File: config.mk
export PLATFORM = sky130hd
export DESIGN_NAME = key_mix_engine
export DESIGN_NICKNAME = d
export VERILOG_FILES = /design/src/rtl/key_mix_engine.sv
export SDC_FILE = /design/constraint.sdc
export NUM_CORES = 1
export LEC_CHECK = 0
export CAP_MARGIN = 20
export CORE_ASPECT_RATIO = 0.8
export CORE_MARGIN = 3
export CORE_UTILIZATION = 30
export DETAILED_ROUTE_END_ITERATION = 8
export PLACE_DENSITY = 0.52
export SLEW_MARGIN = 15
export SYNTH_ARGS = -nofsm -noshare
export SYNTH_HDL_FRONTEND = slang
export SYNTH_SLANG_ARGS = --single-unit
File: constraint.sdc
create_clock -name clk1 -period 15.4 [get_ports clk1]
set_clock_uncertainty 0.15 [all_clocks]
set_input_delay 3.08 -clock clk1 [delete_from_list [all_inputs] [get_ports clk1]]
set_output_delay 3.08 -clock clk1 [all_outputs]
set_load 0.03 [all_outputs]
File: src/rtl/key_mix_engine.sv
// key_mix_engine: RC5-family key-schedule mixing pass over externally held
// S and L arrays through synchronous-read memory ports.
//   A = S[i] = (S[i] + A + B) <<< 3
//   B = L[j] = (L[j] + A + B) <<< (A + B)
// Each iteration takes three cycles (READ, WR_S, WR_L) and the pass runs
// N = 3*max(t,c) iterations, followed by a one-cycle DONE pulse.
// Optional build macro KEY_MIX_ABORT_EN adds an abort input that returns the
// engine to IDLE from any active state without a write or a done pulse.
module key_mix_engine #(
    parameter int w        = 32,
    parameter int t        = 26,
    parameter int c        = 4,
    parameter int t_length = $clog2(t),
    parameter int c_length = (c > 1) ? $clog2(c) : 1
) (
    input  logic                clk1,
    input  logic                rst,
    input  logic                start,
`ifdef KEY_MIX_ABORT_EN
    input  logic                abort,
`endif
    input  logic [w-1:0]        S_sub_i,
    input  logic [w-1:0]        L_sub_i,
    output logic [t_length-1:0] S_address,
    output logic [c_length-1:0] L_address,
    output logic [w-1:0]        S_sub_i_prima,
    output logic [w-1:0]        L_sub_i_prima,
    output logic                S_we,
    output logic                L_we,
    output logic                busy,
    output logic                done
);

    localparam int RW  = $clog2(w);
    localparam int N   = 3 * ((t > c) ? t : c);
    localparam int K_W = $clog2(N);

    localparam logic [t_length-1:0] I_LAST = t_length'(t - 1);
    localparam logic [c_length-1:0] J_LAST = c_length'(c - 1);
    localparam logic [K_W-1:0]      K_LAST = K_W'(N - 1);
    localparam logic [RW-1:0]       ROT_A  = RW'(3);

    typedef enum logic [2:0] {
        IDLE = 3'd0,
        READ = 3'd1,
        WR_S = 3'd2,
        WR_L = 3'd3,
        DONE = 3'd4
    } state_t;

    state_t                state_q, state_d;
    logic [w-1:0]          a_q, a_d;
    logic [w-1:0]          b_q, b_d;
    logic [w-1:0]          lq_q, lq_d;
    logic [t_length-1:0]   i_q, i_d;
    logic [c_length-1:0]   j_q, j_d;
    logic [K_W-1:0]        k_q, k_d;

    logic                  abort_w;
    logic [w-1:0]          sum_s;
    logic [w-1:0]          a_new;
    logic [w-1:0]          sum_ab;
    logic [w-1:0]          b_new;

    // Rotate left; duplicating the word makes a zero amount the identity.
    function automatic logic [w-1:0] rotl(input logic [w-1:0] x,
                                          input logic [RW-1:0] r);
        logic [2*w-1:0] d;
        d = {x, x} << r;
        return d[2*w-1:w];
    endfunction

`ifdef KEY_MIX_ABORT_EN
    assign abort_w = abort;
`else
    assign abort_w = 1'b0;
`endif

    // WR_S uses fresh S read data; WR_L uses the already-updated A and the
    // L word captured during WR_S.
    assign sum_s  = S_sub_i + a_q + b_q;
    assign a_new  = rotl(sum_s, ROT_A);
    assign sum_ab = a_q + b_q;
    assign b_new  = rotl(lq_q + sum_ab, sum_ab[RW-1:0]);

    assign S_address = i_q;
    assign L_address = j_q;
    assign busy      = (state_q != IDLE);
    assign done      = (state_q == DONE);

    // Next-state, datapath updates and write strobes.
    always_comb begin
        state_d       = state_q;
        a_d           = a_q;
        b_d           = b_q;
        lq_d          = lq_q;
        i_d           = i_q;
        j_d           = j_q;
        k_d           = k_q;
        S_we          = 1'b0;
        L_we          = 1'b0;
        S_sub_i_prima = '0;
        L_sub_i_prima = '0;

        case (state_q)
            IDLE: begin
                if (start) begin
                    a_d     = '0;
                    b_d     = '0;
                    i_d     = '0;
                    j_d     = '0;
                    k_d     = '0;
                    state_d = READ;
                end
            end
            READ: begin
                state_d = WR_S;
            end
            WR_S: begin
                S_we          = 1'b1;
                S_sub_i_prima = a_new;
                a_d           = a_new;
                lq_d          = L_sub_i;
                state_d       = WR_L;
            end
            WR_L: begin
                L_we          = 1'b1;
                L_sub_i_prima = b_new;
                b_d           = b_new;
                i_d           = (i_q == I_LAST) ? '0 : i_q + 1'b1;
                j_d           = (j_q == J_LAST) ? '0 : j_q + 1'b1;
                k_d           = k_q + 1'b1;
                state_d       = (k_q == K_LAST) ? DONE : READ;
            end
            DONE: begin
                state_d = IDLE;
            end
            default: begin
                state_d = IDLE;
            end
        endcase

        // Abort suppresses any write in the current cycle and freezes state.
        if (abort_w && (state_q != IDLE)) begin
            state_d       = IDLE;
            a_d           = a_q;
            b_d           = b_q;
            lq_d          = lq_q;
            i_d           = i_q;
            j_d           = j_q;
            k_d           = k_q;
            S_we          = 1'b0;
            L_we          = 1'b0;
            S_sub_i_prima = '0;
            L_sub_i_prima = '0;
        end
    end

    // State and working registers with synchronous reset.
    always_ff @(posedge clk1) begin
        if (rst) begin
            state_q <= IDLE;
            a_q     <= '0;
            b_q     <= '0;
            lq_q    <= '0;
            i_q     <= '0;
            j_q     <= '0;
            k_q     <= '0;
        end else begin
            state_q <= state_d;
            a_q     <= a_d;
            b_q     <= b_d;
            lq_q    <= lq_d;
            i_q     <= i_d;
            j_q     <= j_d;
            k_q     <= k_d;
        end
    end

endmodule

==> impl_metrics.env, run 1 <==
export IMPL_drc=0
export IMPL_cts_made_buffers=17
export IMPL_cts_root_buffer="clkbuf_16"
export IMPL_ios=142
export IMPL_yosysWarnings=0
export IMPL_worstSetupPathType="flip-flop to output port"
export IMPL_status="finished clean"
export IMPL_hold_viol=0
export IMPL_fmax_mhz=89.4
export IMPL_cp_arrival_ns=7.96
export IMPL_ys_async_sr_fraction=0
export IMPL_yosys_top_cells_count="187 x nand2_1, 171 x a21oi_1, 167 x nor2_1"
export IMPL_antenna_found_initial=0
export IMPL_io_buffers=141
export IMPL_hpwl_um=36500
export IMPL_routedWlPerCell_um=20.8
export IMPL_clockBufferDepth=2
export IMPL_grt_overflow=0
export IMPL_nets=1871
export IMPL_synth_main_ff_cell="dfxtp_1"
export IMPL_cp_data_required_time_ns=12.17
export IMPL_first_pass_iters=6
export IMPL_fin_util=0.369
export IMPL_vias=12400
export IMPL_track_usage=0.215
export IMPL_viasPerCell=5.57
export IMPL_core_area_mm2=0.0395
export IMPL_cp_num_buf_inv=2
export IMPL_ys_ff_latch=113
export IMPL_dp_worst_setup_slack_ns=4.31
export IMPL_instances_no_fill=2221
export IMPL_syn_area_mm2=0.0121
export IMPL_dp_cells=2188
export IMPL_synthTopCellsByArea="dfxtp_1 19%, ha_1 10%, a21oi_1 7.1%"
export IMPL_slew_violations=0
export IMPL_timing_final_crit_period_ns=11.19
export IMPL_clock_insertion_delay_worst_skew_ns=0.45
export IMPL_synth_edff_count=0
export IMPL_grt_pass1_wl_um=70500
export IMPL_cp_end_kind="output port"
export IMPL_multi_input_area_mm2=0.00937
export IMPL_core_rowCount=65
export IMPL_netlist_instances=1576
export IMPL_fillers=4234
export IMPL_cts_tree="built"
export IMPL_peakVddDrop_mv=0.0881
export IMPL_grt_start_max_net_pins=74
export IMPL_setup_slack_ns=4.21
export IMPL_cts_setup_buffers=0
export IMPL_path_delay_family="compound AO/OA/AOI/OAI gates"
export IMPL_dieArea_mm2=0.0426
export IMPL_tns_ns=0
export IMPL_hold_path_class="flip-flop to flip-flop"
export IMPL_worst_slew_pin_slew_ns=0.961
export IMPL_yosysMostFrequentCell="nand2_1"
export IMPL_drt_total_wl_um=46200
export IMPL_p_leak_nw=6.00
export IMPL_seqCellArea_mm2=0.00226
export IMPL_synth_top_area_cell="dfxtp_1"
export IMPL_synthesis_nets=1775
export IMPL_rsz0062_at_grt="false"
export IMPL_yosysUniqueCellTypes=83
export IMPL_max_cap_violations=0
export IMPL_cp_max_fo=7
export IMPL_hold_buffers=0
export IMPL_clkTransAtPathRegs_ns=0.06
export IMPL_htreeDepth=4
export IMPL_antennaDiodeCount=0
export IMPL_min_period_over_period=0.727
export IMPL_final_layout_size_suffix_gt1_frac=0.0677
export IMPL_drt_iter0_drc=1301
export IMPL_synth_area_per_cell_um2=7.65
export IMPL_yosysTopAreaCellShare=0.188
export IMPL_ctsResizeCount=0
export IMPL_cpPeakStageDelay_ns=0.68
export IMPL_die_x_um=230
export IMPL_worstReg2RegStart="b_q[0]"
export IMPL_ant_nets=0
export IMPL_die_h_um=185
export IMPL_critPathLaunch="b_q[0]"
export IMPL_grt_pass1_vias=11600
export IMPL_total_power_w=0.00141
export IMPL_clock_sinks=113
export IMPL_gp_congestion=0.914
export IMPL_start_util=0.305
export IMPL_setup_viol=0
export IMPL_crit_path_start_kind="flip-flop"
export IMPL_slew_headroom=0.360
export IMPL_p_per_area_mw_per_mm2=96.3
export IMPL_seq_area_frac_synth=0.188
export IMPL_area_growth_pct=21.1
export IMPL_hold_start="lq_q[20]"
export IMPL_crit_slowest_cell="a221oi_1"
-- sequential cells by signal, indices dropped and copies added, names as in the netlist --
signal,flops
a_q,32
b_q,32
lq_q,32
k_q,7
S_address,5
state_q,3
L_address,2
-- worst min-delay path: cells and delay by family, from the launching register on --
kind,cells,cell delay [ns]
flip-flops,1,0.31
AND/OR/NAND/NOR,1,0.05
AO/OA/AOI/OAI,1,0.05
-- path summary, 6_finish.rpt --
check / depth (start not counted) / slack [ns] / endpoint
setup / recovery: 27 / 4.21 / L_sub_i_prima[5]
hold reg to reg: 2 / 0.31 / lq_q[20]
hold / removal: 2 / 0.31 / lq_q[20]
setup reg to reg: 26 / 8.12 / b_q[21]
-- placed cells by master, fill, tap and decap left out, types with 7 or more instances in the layout --
cell type and n:
a211oi_1 23, nand4_1 14, nand2_1 187, nor3_1 38
dfxtp_1 113, buf_4 18, a22o_1 11, xor2_1 28
fa_1 33, and2_1 25, a2bb2oi_1 9, o21a_1 12
mux2i_1 37, a211o_1 8, o31ai_1 10, a22oi_1 14
a31oi_1 22, o211ai_1 10, mux2_2 17, ha_1 98
clkdlybuf4s50_1 140, o21ai_1 7, inv_1 34, xnor2_1 45
or2_2 7, a21oi_1 170, mux4_2 11, o21ai_0 77
a21o_1 40, inv_6 8, nor2b_1 13, nand3_1 43
o22ai_1 8, clkbuf_16 17, and3_1 13, nor2_1 167
o21bai_1 13, nand2b_1 14, or3_1 12
-- metal layers --
| metal | up-vias | share of wire | GRT usage |
|---|---|---|---|
| met4 | 0 | 0.016 | 0.0489 |
| met5 | - | 0 | 0 |
| met1 | 5892 | 0.51 | 0.333 |
| met3 | 46 | 0.073 | 0.0340 |
| li1 | 5982 | - | - |
| met2 | 458 | 0.41 | 0.308 |
-- report_power, final --
group	total, W	switching, W	internal (W)
Combinational	0.000658	0.000417	0.000241
Clock	0.000409	0.000179	0.000230
Sequential	0.000338	0.0000257	0.000312
-- layout make-up --
type	count	share of cell area
well taps	536	0.0459
clock buffers	17	0.0291
flip-flops and latches	113	0.155
repair buffers	160	0.107
multi-input cells	1342	0.642
inverters	38	0.00977
clock inverters	15	0.0110
-- through the flow --
| stage | instance area (µm²) | hold slack [ns] |
|---|---|---|
| 6_report | 14600 | 0.313 |
| 5_1_grt | 14600 | 0.340 |
| 4_1_cts | 14600 | 0.319 |
| 3_5_place_dp | 14000 | 0.311 |
| 3_3_place_gp | 14000 | 0.307 |
| 2_1_floorplan | 12100 | 0.291 |
-- logic make-up after synthesis --
| kind of cell | Yosys count | synth area share |
|---|---|---|
| buf+inv | 121 | 0.0390 |
| fa+ha+maj | 132 | 0.158 |
| simple gates | 562 | 0.213 |
| xor+xnor | 76 | 0.0552 |
| mux | 69 | 0.0759 |
| flops | 113 | 0.188 |
| compound gates | 503 | 0.271 |
(Power assumes the default switching activity.)
==> run 2, diff against run 1 <==
--- a/config.mk
+++ b/config.mk
@@ -10,7 +10,7 @@
 export CORE_MARGIN = 3
 export CORE_UTILIZATION = 30
 export DETAILED_ROUTE_END_ITERATION = 8
-export PLACE_DENSITY = 0.52
+export PLACE_DENSITY = 0.54
 export SLEW_MARGIN = 15
 export SYNTH_ARGS = -nofsm -noshare
 export SYNTH_HDL_FRONTEND = slang
==> constraint.sdc (replaced) <==
create_clock -name clk1 -period 10.2 [get_ports clk1]
set_clock_uncertainty 0.15 [all_clocks]
set_input_delay 2.04 -clock clk1 [delete_from_list [all_inputs] [get_ports clk1]]
set_output_delay 2.04 -clock clk1 [all_outputs]
set_load 0.03 [all_outputs]
==> run 2 against run 1 <==
Against the previous run: cell area rose by 0.17%; via count rose by 1.2%; sequential share of layout area barely moved; clock-buffer cell count did not move; setup slack got worse by 3.8 ns; wire length rose by 0.92%; register-to-register slack got worse by 4.6 ns; worst hold slack got worse by 0.00087 ns; non-clock buffer count rose by 2; die area did not move; first-iteration DRC count fell by 6.7%; sequential power rose by 51%.
==> impl_metrics.env, run 2 (synthesis results as in run 1) <==
export IMPL_hold_path_class="flip-flop to flip-flop"
export IMPL_grt_pass1_wl_um=71800
export IMPL_multi_input_area_mm2=0.00938
export IMPL_worst_slew_pin_slew_ns=1.00
export IMPL_tns_ns=0
export IMPL_fin_util=0.370
export IMPL_min_period_over_period=0.960
export IMPL_routedWlPerCell_um=21.0
export IMPL_drc=0
export IMPL_p_leak_nw=6.01
export IMPL_final_common_cell="nand2_1"
export IMPL_die_x_um=230
export IMPL_ios=142
export IMPL_gp_congestion=0.958
export IMPL_final_cell_mix="187 x nand2_1, 170 x a21oi_1, 167 x nor2_1"
export IMPL_clockBufferDepth=2
export IMPL_clockPowerShare=0.292
export IMPL_antennaDiodeCount=0
export IMPL_clock_insertion_delay_worst_skew_ns=0.45
export IMPL_io_buffers=141
export IMPL_cts_made_buffers=17
export IMPL_antenna_found_initial=1
export IMPL_cp_arrival_ns=7.60
export IMPL_crit_slowest_cell="clkdlybuf4s50_1"
export IMPL_seqCellArea_mm2=0.00226
export IMPL_slew_headroom=0.333
export IMPL_clkTransAtPathRegs_ns=0.07
export IMPL_p_switching_w=0.000936
export IMPL_r2r_slack_ns=3.48
export IMPL_core_area_mm2=0.0395
export IMPL_ant_nets=0
export IMPL_top_regs="a_q (32), b_q (32), lq_q (32)"
export IMPL_cp_data_required_time_ns=8.01
export IMPL_setup_viol=0
export IMPL_rsz0062_at_grt="false"
export IMPL_cp_max_fo=12
export IMPL_p_sw_frac=0.442
export IMPL_status="finished clean"
export IMPL_slew_violations=0
export IMPL_fillers=4167
export IMPL_clock_sinks=113
export IMPL_htreeDepth=4
export IMPL_p_int_w=0.00118
export IMPL_peakVddDrop_mv=0.122
export IMPL_drt_total_wl_um=46600
export IMPL_share_comb_of_total_power=0.468
export IMPL_drt_iter0_drc=1214
export IMPL_path_common_cell="a21o_1"
export IMPL_p_per_area_mw_per_mm2=145
export IMPL_met1Wirelength_um=22700
export IMPL_area_growth_pct=21.3
export IMPL_cts_tree="built"
export IMPL_cp_num_buf_inv=2
export IMPL_total_power_w=0.00212
export IMPL_hold_viol=0
export IMPL_worstSetupPathType="flip-flop to output port"
export IMPL_vias=12500
export IMPL_cpPeakStageDelay_ns=0.70
export IMPL_grt_pass1_vias=11900
export IMPL_core_rowCount=65
export IMPL_die_h_um=185
export IMPL_dieArea_mm2=0.0426
export IMPL_viasPerCell=5.64
export IMPL_first_pass_iters=5
export IMPL_path_delay_family="simple AND/OR/NAND/NOR gates"
export IMPL_crit_path_start_kind="flip-flop"
export IMPL_top_layer="met4"
export IMPL_holdWs_ns=0.312
export IMPL_max_cap_violations=0
export IMPL_grt_start_max_net_pins=84
export IMPL_timing_final_crit_period_ns=9.79
export IMPL_final_layout_size_suffix_gt1_frac=0.0699
export IMPL_track_usage=0.218
export IMPL_nets=1873
export IMPL_start_util=0.305
export IMPL_hpwl_um=36800
export IMPL_dr_wl_met3_um=4110
export IMPL_wl_met2_um=19000
export IMPL_cp_end_kind="output port"
export IMPL_fmax_mhz=102
export IMPL_grt_overflow=0
export IMPL_cts_root_buffer="clkbuf_16"
export IMPL_seqPwrFrac=0.240
-- run 2: changes by cell type in the layout (fill, tap and decap cells not counted), sizes merged --
cell,change
buf,+2
-- run 2: power by group through the flow --
stage,Combinational [W],Sequential (W),Clock (W)
2_1_floorplan,0.000661,0.000503,0
3_3_place_gp,0.000967,0.000518,0
3_5_place_dp,0.000967,0.000519,0
4_1_cts,0.000974,0.000509,0.000631
5_1_grt,0.00108,0.000513,0.000649
6_report,0.000991,0.000509,0.000618
-- run 2: layout make-up --
type / count / area share
multi-input cells: 1342 / 0.641
flip-flops and latches: 113 / 0.155
repair buffers: 162 / 0.108
well taps: 536 / 0.0459
clock buffers: 17 / 0.0291
clock inverters: 15 / 0.0108
inverters: 38 / 0.00976
-- run 2: worst paths after layout --
kind	from	endpoint	depth (start not counted)
hold / removal	lq_q[8]	lq_q[8]	2
setup / recovery	a_q[0]	L_sub_i_prima[14]	25
hold reg to reg	lq_q[8]	lq_q[8]	2
setup reg to reg	a_q[0]	b_q[5]	24
-- run 2: per-stage QoR --
step / setup WS [ns] / cells / cell area, µm²
detailed placement: 1.10 / 2190 / 14000
global route: 0.0887 / 2223 / 14600
global placement: 1.17 / 2190 / 14000
finish: 0.406 / 2223 / 14600
CTS: 0.568 / 2222 / 14600
floorplan: 2.53 / 1576 / 12100
-- run 2: tightest hold or removal path: stages (launching register included) --
cell     delay [ns]
dfxtp_1        0.31
nand2_1        0.05
a21oi_1        0.05
-- run 2: what timing repair did --
| item | in CTS | in global routing |
|---|---|---|
| setup endpoints to repair | 0 | 4 |
| gates resized for setup | 0 | 2 |
| buffers inserted | 0 | 0 |
| hold buffers | 0 | 0 |
-- run 2: layer usage --
| metal | GRT usage | vias to the layer above |
|---|---|---|
| met1 | 0.321 | 6012 |
| met4 | 0.0511 | 0 |
| li1 | - | 5999 |
| met3 | 0.0584 | 50 |
| met5 | 0 | - |
| met2 | 0.312 | 466 |
==> run 3, diff against run 2 <==
--- a/config.mk
+++ b/config.mk
@@ -5,13 +5,14 @@
 export SDC_FILE = /design/constraint.sdc
 export NUM_CORES = 1
 export LEC_CHECK = 0
+export ABC_AREA = 1
 export CAP_MARGIN = 20
 export CORE_ASPECT_RATIO = 0.8
 export CORE_MARGIN = 3
 export CORE_UTILIZATION = 30
 export DETAILED_ROUTE_END_ITERATION = 8
-export PLACE_DENSITY = 0.54
-export SLEW_MARGIN = 15
+export PLACE_DENSITY = 0.53
+export SLEW_MARGIN = 0
 export SYNTH_ARGS = -nofsm -noshare
 export SYNTH_HDL_FRONTEND = slang
 export SYNTH_SLANG_ARGS = --single-unit
==> run 3 against run 2 <==
Against the previous run: cell count up 26%; combinational power down 8.5%; maximum frequency up 15%; non-clock buffer count down 8; clock-buffer cell count up 5; clock power down 4.4%; via count up 11%; critical endpoint is now L_sub_i_prima[26]; flip-flop and latch count unchanged; area after synthesis up 9.9%; largest power group unchanged; critical path depth up 7; wire length up 6.5%; highest routed layer is now met5.
==> impl_metrics.env, run 3 <==
export IMPL_ys_ff_latch=113
export IMPL_fillers=4753
export IMPL_nets=2428
export IMPL_die_h_um=194
export IMPL_hpwl_um=40800
export IMPL_status="finished clean"
export IMPL_synth_area_per_cell_um2=6.25
export IMPL_slew_violations=0
export IMPL_hold_viol=0
export IMPL_core_area_mm2=0.0434
export IMPL_cts_tree="built"
export IMPL_timing_final_crit_period_ns=8.51
export IMPL_clockPowerShare=0.296
export IMPL_synth_edff_count=0
export IMPL_ant_nets=0
export IMPL_cts_setup_buffers=0
export IMPL_holdWs_ns=0.332
export IMPL_ys_async_sr_fraction=0
export IMPL_routedWlPerCell_um=17.7
export IMPL_grt_use_met3=0.0485
export IMPL_dp_cells=2769
export IMPL_p_leak_nw=7.91
export IMPL_max_cap_violations=0
export IMPL_synth_top_area_cell="dfxtp_1"
export IMPL_htreeDepth=4
export IMPL_seqPwrFrac=0.251
export IMPL_p_sw_frac=0.441
export IMPL_cts_made_buffers=17
export IMPL_tns_ns=0
export IMPL_grt_pass1_vias=13000
export IMPL_grt_busiest_layer="met1"
export IMPL_grt_pass1_wl_um=76300
export IMPL_p_switching_w=0.000882
export IMPL_grt_start_max_net_pins=65
export IMPL_clkTransAtPathRegs_ns=0.06
export IMPL_yosysUniqueCellTypes=53
export IMPL_first_pass_iters=5
export IMPL_core_rowCount=68
export IMPL_fmax_mhz=117
export IMPL_hold_path_class="flip-flop to flip-flop"
export IMPL_die_x_um=241
export IMPL_netlist_instances=2121
export IMPL_cp_end_kind="output port"
export IMPL_grtUsageMet1=0.316
export IMPL_synthesis_nets=2320
export IMPL_clock_insertion_delay_worst_skew_ns=0.44
export IMPL_gp_congestion=0.966
export IMPL_p_per_area_mw_per_mm2=127
export IMPL_drt_total_wl_um=49600
export IMPL_setup_viol=0
export IMPL_clock_sinks=113
export IMPL_yosysMostFrequentCell="nand2_1"
export IMPL_start_util=0.305
export IMPL_viasPerCell=4.94
export IMPL_seq_area_frac_synth=0.171
export IMPL_peakVddDrop_mv=0.118
export IMPL_synth_main_ff_cell="dfxtp_1"
export IMPL_cpPeakStageDelay_ns=0.67
export IMPL_r2r_slack_ns=4.68
export IMPL_area_growth_pct=18.8
export IMPL_cts_root_buffer="clkbuf_16"
export IMPL_cp_max_fo=5
export IMPL_clockBufferDepth=2
export IMPL_instances_no_fill=2801
export IMPL_synthTopCellsByArea="dfxtp_1 17%, nand2_1 14%, nand3_1 9.9%"
export IMPL_grtUsageMet2=0.308
export IMPL_yosysTopAreaCellShare=0.171
export IMPL_track_usage=0.212
export IMPL_final_layout_size_suffix_gt1_frac=0.109
export IMPL_worstSetupPathType="flip-flop to output port"
export IMPL_io_buffers=141
export IMPL_grt_overflow=0
export IMPL_min_period_over_period=0.835
export IMPL_drc=0
export IMPL_top_regs="a_q (32), b_q (32), lq_q (32)"
export IMPL_antennaDiodeCount=0
export IMPL_final_area_mm2=0.0157
export IMPL_hold_buffers=0
export IMPL_crit_slowest_cell="clkdlybuf4s50_1"
export IMPL_vias=13900
export IMPL_cp_arrival_ns=6.32
export IMPL_cp_data_required_time_ns=8.01
export IMPL_share_comb_of_total_power=0.454
export IMPL_worst_slew_pin_slew_ns=1.01
export IMPL_path_common_cell="nand3_1"
export IMPL_crit_path_start_kind="flip-flop"
export IMPL_ios=142
export IMPL_antenna_found_initial=1
export IMPL_yosys_top_cells_count="510 x nand2_1, 306 x inv_1, 263 x nand3_1"
export IMPL_ctsResizeCount=0
export IMPL_rsz0062_at_grt="false"
export IMPL_final_common_cell="nand2_1"
export IMPL_syn_area_mm2=0.0133
export IMPL_place_area_mm2=0.0152
export IMPL_final_cell_mix="510 x nand2_1, 305 x inv_1, 263 x nand3_1"
export IMPL_slew_headroom=0.325
export IMPL_yosysWarnings=0
export IMPL_drt_iter0_drc=1181
export IMPL_dieArea_mm2=0.0468
export IMPL_p_int_w=0.00112
[run 3: cell count changes after synthesis, moves of 35 or more]
| cell | previous run | this run |
|---|---|---|
| nand3_2 | 0 | 62 |
| mux2i_1 | 37 | 2 |
| a21oi_1 | 171 | 129 |
| inv_1 | 35 | 306 |
| nand2_2 | 0 | 54 |
| nand2_1 | 187 | 510 |
| a21o_1 | 40 | 5 |
| nand3_1 | 43 | 263 |
[run 3: metal layers]
layer,wire length [µm],up-vias
li1,-,7060
met1,24900,6348
met2,20400,398
met3,3280,42
met4,984,2
met5,9,-
[run 3: cell families (layout without fill, tap and decap cells)]
logic type	after synthesis	after routing	share of synthesized area
compound gates	276	276	0.124
xor+xnor	44	44	0.0302
fa+ha+maj	132	132	0.144
buf+inv	390	510	0.116
flops	113	113	0.171
mux	2	2	0.00151
simple gates	1164	1164	0.413
[run 3: critical path, delay by kind of cell, from the launching register on]
kind | cells | cell delay [ns]
buf+inv | 4 | 0.90
flops | 1 | 0.39
simple gates | 19 | 2.58
compound gates | 5 | 0.82
fa+ha+maj | 3 | 1.04
xor+xnor | 1 | 0.17
[run 3: cell type report]
type | count | area [µm²] | share of cell area
sequential | 113 | 2260 | 0.144
clock buffer | 22 | 464 | 0.0295
clock inverter | 9 | 85.1 | 0.00540
inverter | 325 | 1220 | 0.0775
multi-input combinational | 1618 | 9480 | 0.602
timing repair buffer | 154 | 1530 | 0.0974
tap | 560 | 701 | 0.0445
[run 3: stage by stage]
step | power (W) | utilization | setup slack [ns]
final | 0.00200 | 0.363 | 1.69
after global routing | 0.00213 | 0.363 | 1.17
after CTS | 0.00201 | 0.362 | 1.71
after detailed placement | 0.00141 | 0.350 | 2.02
after global placement | 0.00140 | 0.349 | 2.02
after floorplan | 0.00113 | - | 3.53
[run 3: final timing paths]
check / from / end / depth (start not counted)
setup / recovery: a_q[0] / L_sub_i_prima[26] / 32
setup reg to reg: a_q[0] / b_q[26] / 30
hold reg to reg: k_q[6] / k_q[6] / 2
hold / removal: k_q[6] / k_q[6] / 2
[run 3: power by group through the flow]
| stage | clock network [W] | logic, W | registers, W |
|---|---|---|---|
| finish | 0.000591 | 0.000907 | 0.000501 |
| global route | 0.000623 | 0.00100 | 0.000506 |
| CTS | 0.000607 | 0.000900 | 0.000502 |
| detailed placement | 0 | 0.000895 | 0.000512 |
| global placement | 0 | 0.000889 | 0.000512 |
| floorplan | 0 | 0.000627 | 0.000501 |
